<file path="src/rtl/node_nic.sv">
// node_nic: node-side network interface for one router port.
//   TX: 32-bit packets from the node are queued, then sent MSB byte first
//       as 4 back-to-back put cycles once the router reports free.
//   RX: the router byte stream is reassembled into 32-bit packets and
//       queued for the node. Misrouted packets are flagged. Packets that
//       arrive while the queue is full are dropped and flagged.
// Ports:
//   clk, rst_b                         clock, async active-low reset
//   pkt_in, pkt_in_valid, pkt_in_ready node -> TX queue
//   free_to_router, put_to_router,
//   payload_to_router                  TX byte interface to router
//   put_from_router, payload_from_router,
//   free_from_node                     RX byte interface from router
//   pkt_out, pkt_out_valid, pkt_out_ready  RX queue -> node
//   misroute, rx_overflow              sticky status flags
//
// TX FSM states:
//   state | meaning
//   IDLE  | nothing on the router link, waiting for queued packet + free
//   SEND  | driving byte tx_idx of the current packet (put_to_router=1)
module node_nic #(
   parameter int NODEID   = 0,
   parameter int TX_DEPTH = 4,
   parameter int RX_DEPTH = 2
) (
   input  logic        clk,
   input  logic        rst_b,
   input  logic [31:0] pkt_in,
   input  logic        pkt_in_valid,
   output logic        pkt_in_ready,
   input  logic        free_to_router,
   output logic        put_to_router,
   output logic [7:0]  payload_to_router,
   input  logic        put_from_router,
   input  logic [7:0]  payload_from_router,
   output logic        free_from_node,
   output logic [31:0] pkt_out,
   output logic        pkt_out_valid,
   input  logic        pkt_out_ready,
   output logic        misroute,
   output logic        rx_overflow
);

   localparam int TAW = $clog2(TX_DEPTH);
   localparam int RAW = $clog2(RX_DEPTH);

   typedef enum logic {IDLE, SEND} tx_state_t;

   // ---------------- TX queue ----------------
   logic [31:0]  tx_mem [TX_DEPTH];
   logic [TAW:0] tx_wr, tx_rd;
   logic         tx_empty, tx_full, tx_push, tx_start;
   logic [31:0]  tx_head;

   tx_state_t    tx_state;
   logic [1:0]   tx_idx;
   logic [23:0]  tx_sh;

   assign tx_empty     = (tx_wr == tx_rd);
   assign tx_full      = (tx_wr[TAW] != tx_rd[TAW]) && (tx_wr[TAW-1:0] == tx_rd[TAW-1:0]);
   assign pkt_in_ready = ~tx_full;
   assign tx_push      = pkt_in_valid & ~tx_full;
   assign tx_head      = tx_mem[tx_rd[TAW-1:0]];

   // A new packet may start from IDLE or on the edge ending byte 3 of the
   // current one, which gives back-to-back packets with no idle gap.
   assign tx_start = ~tx_empty & free_to_router &
                     ((tx_state == IDLE) || (tx_idx == 2'd3));

   always_ff @(posedge clk) begin
      if (tx_push) tx_mem[tx_wr[TAW-1:0]] <= pkt_in;
   end

   always_ff @(posedge clk or negedge rst_b) begin
      if (!rst_b) begin
         tx_state          <= IDLE;
         tx_idx            <= 2'd0;
         tx_sh             <= 24'd0;
         tx_wr             <= '0;
         tx_rd             <= '0;
         put_to_router     <= 1'b0;
         payload_to_router <= 8'd0;
      end else begin
         if (tx_push) tx_wr <= tx_wr + 1'b1;
         if (tx_start) begin
            tx_rd             <= tx_rd + 1'b1;
            tx_state          <= SEND;
            tx_idx            <= 2'd0;
            tx_sh             <= tx_head[23:0];
            put_to_router     <= 1'b1;
            payload_to_router <= tx_head[31:24];
         end else begin
            case (tx_state)
               IDLE: begin
                  put_to_router     <= 1'b0;
                  payload_to_router <= 8'd0;
               end
               SEND: begin
                  if (tx_idx == 2'd3) begin
                     tx_state          <= IDLE;
                     put_to_router     <= 1'b0;
                     payload_to_router <= 8'd0;
                  end else begin
                     tx_idx            <= tx_idx + 2'd1;
                     payload_to_router <= tx_sh[23:16];
                     tx_sh             <= {tx_sh[15:0], 8'd0};
                  end
               end
               default: tx_state <= IDLE;
            endcase
         end
      end
   end

   // ---------------- RX assembler and queue ----------------
   logic [31:0]    rx_mem [RX_DEPTH];
   logic [RAW-1:0] rx_wr, rx_rd;
   logic [RAW:0]   rx_count;
   logic [1:0]     rx_cnt;
   logic [23:0]    rx_sh;
   logic [31:0]    rx_pkt;
   logic           rx_done, rx_full, rx_pop, rx_push;
   logic [RAW+1:0] rx_need;

   assign rx_done       = put_from_router & (rx_cnt == 2'd3);
   assign rx_pkt        = {rx_sh, payload_from_router};
   assign rx_full       = (rx_count == (RAW+1)'(RX_DEPTH));
   assign pkt_out_valid = (rx_count != '0);
   assign rx_pop        = pkt_out_valid & pkt_out_ready;
   // A pop in the same cycle frees the slot, so a full queue can still accept.
   assign rx_push       = rx_done & (~rx_full | rx_pop);
   assign pkt_out       = pkt_out_valid ? rx_mem[rx_rd] : 32'd0;

   // A partially received packet already claims a slot.
   assign rx_need        = {1'b0, rx_count} + (RAW+2)'(rx_cnt != 2'd0);
   assign free_from_node = (rx_need < (RAW+2)'(RX_DEPTH));

   always_ff @(posedge clk) begin
      if (rx_push) rx_mem[rx_wr] <= rx_pkt;
   end

   always_ff @(posedge clk or negedge rst_b) begin
      if (!rst_b) begin
         rx_cnt      <= 2'd0;
         rx_sh       <= 24'd0;
         rx_wr       <= '0;
         rx_rd       <= '0;
         rx_count    <= '0;
         misroute    <= 1'b0;
         rx_overflow <= 1'b0;
      end else begin
         if (put_from_router) begin
            rx_cnt <= rx_cnt + 2'd1;
            rx_sh  <= {rx_sh[15:0], payload_from_router};
         end
         if (rx_done && (rx_pkt[27:24] != 4'(NODEID))) misroute <= 1'b1;
         if (rx_done && !rx_push) rx_overflow <= 1'b1;
         if (rx_push) rx_wr <= rx_wr + 1'b1;
         if (rx_pop)  rx_rd <= rx_rd + 1'b1;
         case ({rx_push, rx_pop})
            2'b10:   rx_count <= rx_count + 1'b1;
            2'b01:   rx_count <= rx_count - 1'b1;
            default: rx_count <= rx_count;
         endcase
      end
   end

endmodule

</file>
<file path="config.mk">
export PLATFORM = sky130hd
export DESIGN_NAME = node_nic
export DESIGN_NICKNAME = d
export VERILOG_FILES = /design/src/rtl/node_nic.sv
export SDC_FILE = /design/constraint.sdc
export NUM_CORES = 1
export LEC_CHECK = 0
export ABC_AREA = 1
export CORE_ASPECT_RATIO = 1.2
export CORE_MARGIN = 10
export CORE_UTILIZATION = 36
export DETAILED_ROUTE_END_ITERATION = 7
export HOLD_SLACK_MARGIN = 0.08
export PLACE_DENSITY_LB_ADDON = 0.1
export SETUP_SLACK_MARGIN = 0.2
export SLEW_MARGIN = 20
export SYNTH_ARGS = -nofsm -noshare
export SYNTH_HDL_FRONTEND = slang
export SYNTH_SLANG_ARGS = --single-unit
</file>
<file path="constraint.sdc">
create_clock -name clk -period 2.55 [get_ports clk]
set_clock_uncertainty 0.05 [all_clocks]
set_input_delay 0.51 -clock clk [delete_from_list [all_inputs] [get_ports clk]]
set_output_delay 0.51 -clock clk [all_outputs]
set_load 0.01 [all_outputs]
</file>
==> flow_summary.toml <==
[floorplanning]
row_count = 69
die_x_um = 177.8
pin_count = 92
die_area_mm2 = 0.03723
die-height_um = 209.4
start_util_pct = 36.44
core_area_mm2 = 0.02953

[critical_path]
worst-path-buf-inv = 3
arrival_ps = 1760
critPathLaunchType = "flop"
max_stage_delay_ps = 400
path_delay_family = "buffers and inverters"
worstPathRequired_ps = 1990
cp-end-kind = "output pin"
worstPathCellList = "buf_12 > buf_6 > nand2_1 > a21oi_1 > dlygate4sd2_1"
crit_slowest_cell = "dfrtp_1"
critical_path_class = "reg -> out"
critPathMaxFanout = 23

[pwr]
power_w = 0.01540
irDropWorstVdd_v = 0.0005617
power.leakage_nw = 5.475
power_density_mw_per_mm2 = 1160

[timing]
rsz0062_at_grt = "true"
hold_viol = 0
setup_tns_ps = 0
tightest_slew_ps = 770.7
final_max_slew_viol_count = 0
period_share_pct = 91.09
worst_slack_ps = 227.2
fmax_mhz = 430.5
setup_viol = 0
slew_headroom_pct = 48.62
min_period_ps = 2323

[outcome]
status = "finished, final reports clean"

[clocking]
clk_pin_slew_ps = 60
clk_latency_ps = 540
cts.sinks = 266
htree_levels = 1
cts_tree = "yes"
clk_path_buf_depth = 3
cts_root_buffer = "clkbuf_16"
cts_buffers = 28

[placement]
port_buffers = 91
place_congestion = 0.7296
dp_hpwl_um = 14430
dp_slack_ps = 263.3
placed_cell_area_mm2 = 0.01223

[global_routing]
grt_antenna_before_repair = 0
grt_util_all_layers_pct = 12.97
grt_pass1_vias = 6912
overflow = 0
grt_max_degree = 66
grt_pass1_wl_um = 38340

[worst_hold_path]
hp-class = "in -> async"

[route]
wl_per_cell_um = 16.85
totalWireLength_um = 24580
route.detailed.drc = 0
dr.pass1.iters = 4
routed.top_layer = "met4"
wl_met3_um = 1097
num_vias = 6723
wl_met1_um = 9840
ant_nets = 0
vias_per_cell = 4.608
drt_iter0_drc = 295
met2_length_um = 13320

[synthesis]
synth-edff-count = 192
synth_seq_area_share_pct = 70.81
ys_warn_count = 0
synth-seq-cells = 266
synth_cell_types = 27
synth_nets = 996
synthFlopType = "edfxtp_1"
syn_inst = 941
synth.cell_area_mm2 = 0.01076
syn_avg_cell_area_um2 = 11.43
synthArstFlopShare_pct = 27.82

[cells_and_area]
layout_common_cells = "nand2_1, edfxtp_1, nand3_1"
final_common_cell = "nand2_1"
drive_gt1_share_pct = 14.59
final_nets = 1102
diodes = 0
area.growth.synth_to_final_pct = 23.41
fin_area_mm2 = 0.01328

[flow_run]
max-cap-violations = 0
-- logic make-up after synthesis --
kind of cell	share of synthesized area, %
and+or+nand+nor	17.11
buffers and inverters	5.594
adders and majority gates	1.047
AOI/OAI and AO/OA	4.036
muxes	0.8374
DFF	70.81
xor gates and xnor gates	0.5699
-- final cells by class --
class                      count  area, um2
fill                        2775      16250
tap                          390      488.0
clock inverter                15      166.4
inverter                      95      359.1
sequential                   266       7621
timing repair buffer         125       1261
multi-input combinational    531       2585
clock buffer                  37      795.8
-- worst paths after layout --
check	startpoint	end	slack, ps	cells past startpoint
setup reg to reg	tx_idx[0]	payload_to_router[2]	620	6
hold / removal	rst_b	rx_sh[3]	370	2
setup / recovery	rx_rd	pkt_out[28]	230	5
max in group asynchronous	rst_b	rx_count[0]	1390	3
min in group clk	rx_sh[8]	rx_mem[0][16]	420	0
hold reg to reg	rx_sh[8]	rx_mem[0][16]	420	0
-- report_power, final --
group | leakage [nW] | total (W) | internal (W) | switching [W]
Sequential | 2.67 | 0.00600 | 0.00563 | 0.000367
Combinational | 2.34 | 0.00524 | 0.00191 | 0.00332
Clock | 0.463 | 0.00416 | 0.00250 | 0.00166
-- cell usage after synthesis, types with 11 or more instances --
cell      count  area share [%]
a21oi_1      43             2.0
buf_2        17            0.79
clkbuf_1     23            0.80
dfrtp_1      74              17
edfxtp_1    192              54
inv_1        92             3.2
nand2_1     285             9.9
nand3_1     107             5.0
nand4_1      16            0.93
nor2_1       19            0.66
o21ai_0      11            0.51
o21ai_2      17             1.4
-- worst reg2reg max path, cell delays in order, from the launching register on --
cell and delay, ps:
dfrtp_1 370, ha_1 170, nor2_2 50, inv_2 520
nand3_2 290, buf_12 250, o21ai_2 170
-- metrics by stage --
step,instances,util [%],hold WS (ps)
2_1_floorplan,941,-,164.4
3_3_place_gp,1396,41.43,388.8
3_5_place_dp,1396,41.43,386.2
4_1_cts,1455,45.10,355.6
5_1_grt,1459,44.97,377.0
6_report,1459,44.97,366.1
-- registers in the layout, indices dropped and copies added, names as in the netlist, 2 cells and up --
signal and flops:
tx_mem 128, rx_mem 64, rx_sh 24, tx_sh 24
payload_to_router 8, tx_rd 3, tx_wr 3, rx_cnt 2
rx_count 2, tx_idx 2
-- routing by layer --
| metal | vias up | track usage [%] |
|---|---|---|
| met3 | 23 | 2.532 |
| met2 | 111 | 24.67 |
| met5 | - | 0 |
| met1 | 3221 | 14.37 |
| li1 | 3368 | - |
| met4 | 0 | 3.022 |
-- repair_timing --
| item | in CTS | in global routing |
|---|---|---|
| buffers inserted | 4 | 3 |
| gates cloned | 2 | 1 |
| hold buffers | 1 | 0 |
| endpoints found under the setup margin | 34 | 34 |
| gates resized for setup | 67 | 50 |
| hold endpoints to repair | 19 | 0 |
| pin swaps | 1 | 1 |
Note: power is estimated with default switching activity, not from simulation.
==> edit (config.mk and constraints unchanged) <==
`TX_DEPTH`: 4 -> 2.
--- a/src/rtl/node_nic.sv
+++ b/src/rtl/node_nic.sv
@@ -22,3 +22,3 @@
    parameter int NODEID   = 0,
-   parameter int TX_DEPTH = 4,
+   parameter int TX_DEPTH = 2,
    parameter int RX_DEPTH = 2
Behaviour: not the same (a bounded check fails within 4 cycles, from zero or initial values and one cycle with rst_b low).
==> edit against the original RTL <==
  * Setup slack gained 0.074 ns
  * Wire length is 32% lower
  * Combinational power fell by 30%
  * Area after synthesis is 28% lower
  * Cell area down 27%
  * Power down 29%
  * Sequential cell count shrank 66
  * Synthesized cell count down 29%
  * Die area shrank 25%
  * Maximum frequency is 3.3% higher
==> edit: results (changes against the original RTL) <==
metric,value,unit,change
status,"finished, final reports clean",,
number of global-route vias before repair,5016,,-27%
Worst VDD drop,762,uV,+36%
Synth Area in XOR/XNOR,0.00889,,+0.00319
proportion of synthesized area in mux cells,0.0116,,+0.00327
critical path startpoint,rx_count[1],,
Post-Synth Adder-Cell Area,0.00485,,-0.00562
total track usage,0.120,,-0.00923
Gate Count Post-Synth,664,,-29%
Synth Area in Compound Gates,0.0386,,-0.00172
CTS clock-pin slew for the worst setup and hold paths,0.07,ns,
leakage power,4.04,nW,-26%
Async SR Flop Fraction,0.360,,+0.0818
Vias/cell,4.69,,+1.8%
top area cells in the synthesized netlist,"edfxtp_1 (50%), dfrtp_1 (23%), nand2_1 (13%)",,
Routed wire per std cell,15.9,um,-5.6%
share of the synthesized area in the top cell type,0.497,,-0.0393
gpl congestion,0.785,,+7.6%
most frequent cells after synthesis,"nand2_1 (259), edfxtp_1 (128), dfrtp_1 (72)",,
Hold/Removal Path Class,reg2reg,,
Post-synth EDFFs,128,,-33%
worst-path maximum fanout,16,,-30%
"Arr. time, crit path",1.69,ns,-0.07 ns
"Seq/Total Area, Yosys",0.730,,+0.0214
layout cells sized above 1,0.103,,-0.0427
Post-Syn Nets,713,,-28%
Critical Path Max Stage Delay,0.37,ns,-0.03 ns
first-pass GRT wire length,26800,um,-30%
"worst slack, placed",0.272,ns,+0.00907 ns
Slew HR,0.596,,+0.110
CTS buffer count,17,,-39%
area post-placement,9020,um2,-26%
Fill cells,1940,,-30%
Clock Tree Buf Depth,2,,-1
clock latency on the worst-skew pair,0.43,ns,-0.11 ns
Synth cell types,28,,+3.7%
H-tree levels,4,,+3
worst r2r src,tx_rd[0],,
hpwl dp,11100,um,-23%
-- edit: critical path: cells and delay by family (launching register included) --
family | cells | cell delay [ns]
flip-flops | 1 | 0.37
AND/OR/NAND/NOR | 1 | 0.11
AO/OA/AOI/OAI | 1 | 0.17
buffers and inverters | 4 | 0.60
-- edit: path summary, 6_finish.rpt --
check	end	slack (ns)	depth (start not counted)
worst max-delay path	pkt_out[19]	0.30	6
worst min-delay path	rx_overflow	0.42	2
worst max register to register	tx_sh[15]	0.70	6
worst min register to register	rx_overflow	0.42	2
max in group asynchronous	tx_rd[0]	1.34	3
min in group asynchronous	rx_sh[13]	0.51	2
-- edit: report_power, final --
part           total [W]  internal, W  switching [W]  leakage (nW)
sequential       0.00458      0.00429       0.000296          2.07
combinational    0.00369      0.00136        0.00233          1.68
clock            0.00273      0.00149        0.00124         0.299
-- edit: layout make-up --
cell class | count | share of cell area
clock buffers | 17 | 0.0439
clock inverters | 15 | 0.0191
inverters | 24 | 0.0102
multi-input cells | 407 | 0.194
flip-flops and latches | 200 | 0.583
well taps | 270 | 0.0349
repair buffers | 112 | 0.115
-- edit: cells by family (layout without fill, tap and decap cells) --
logic type,count (synthesis),in the layout
buffers and inverters,57,168
AND/OR/NAND/NOR,331,331
adder cells (fa/ha/maj),3,3
multiplexers,8,8
XOR/XNOR,7,7
AO/OA/AOI/OAI,58,58
flip-flops,200,200
-- edit: routing by layer --
| layer | wire length [um] | share of wire | track usage |
|---|---|---|---|
| met5 | 0 | 0 | 0 |
| met3 | 625 | 0.038 | 0.0284 |
| met4 | 393 | 0.024 | 0.0568 |
| met2 | 8990 | 0.54 | 0.218 |
| met1 | 6620 | 0.40 | 0.129 |
-- edit: metrics by stage --
| step | utilization | power (W) |
|---|---|---|
| 2_1_floorplan | - | 0.00681 |
| 3_3_place_gp | 0.429 | 0.00840 |
| 3_5_place_dp | 0.429 | 0.00849 |
| 4_1_cts | 0.458 | 0.0111 |
| 5_1_grt | 0.460 | 0.0118 |
| 6_report | 0.460 | 0.0110 |
-- edit: timing repair --
item | 4_1_cts | 5_1_grt
resized for setup | 40 | 16
cloned | 0 | 1
setup buffers | 1 | 1
pin swaps | 1 | 1
setup endpoints to repair | 33 | 44
hold buffers | 1 | 0
endpoints found under the hold margin | 31 | 0
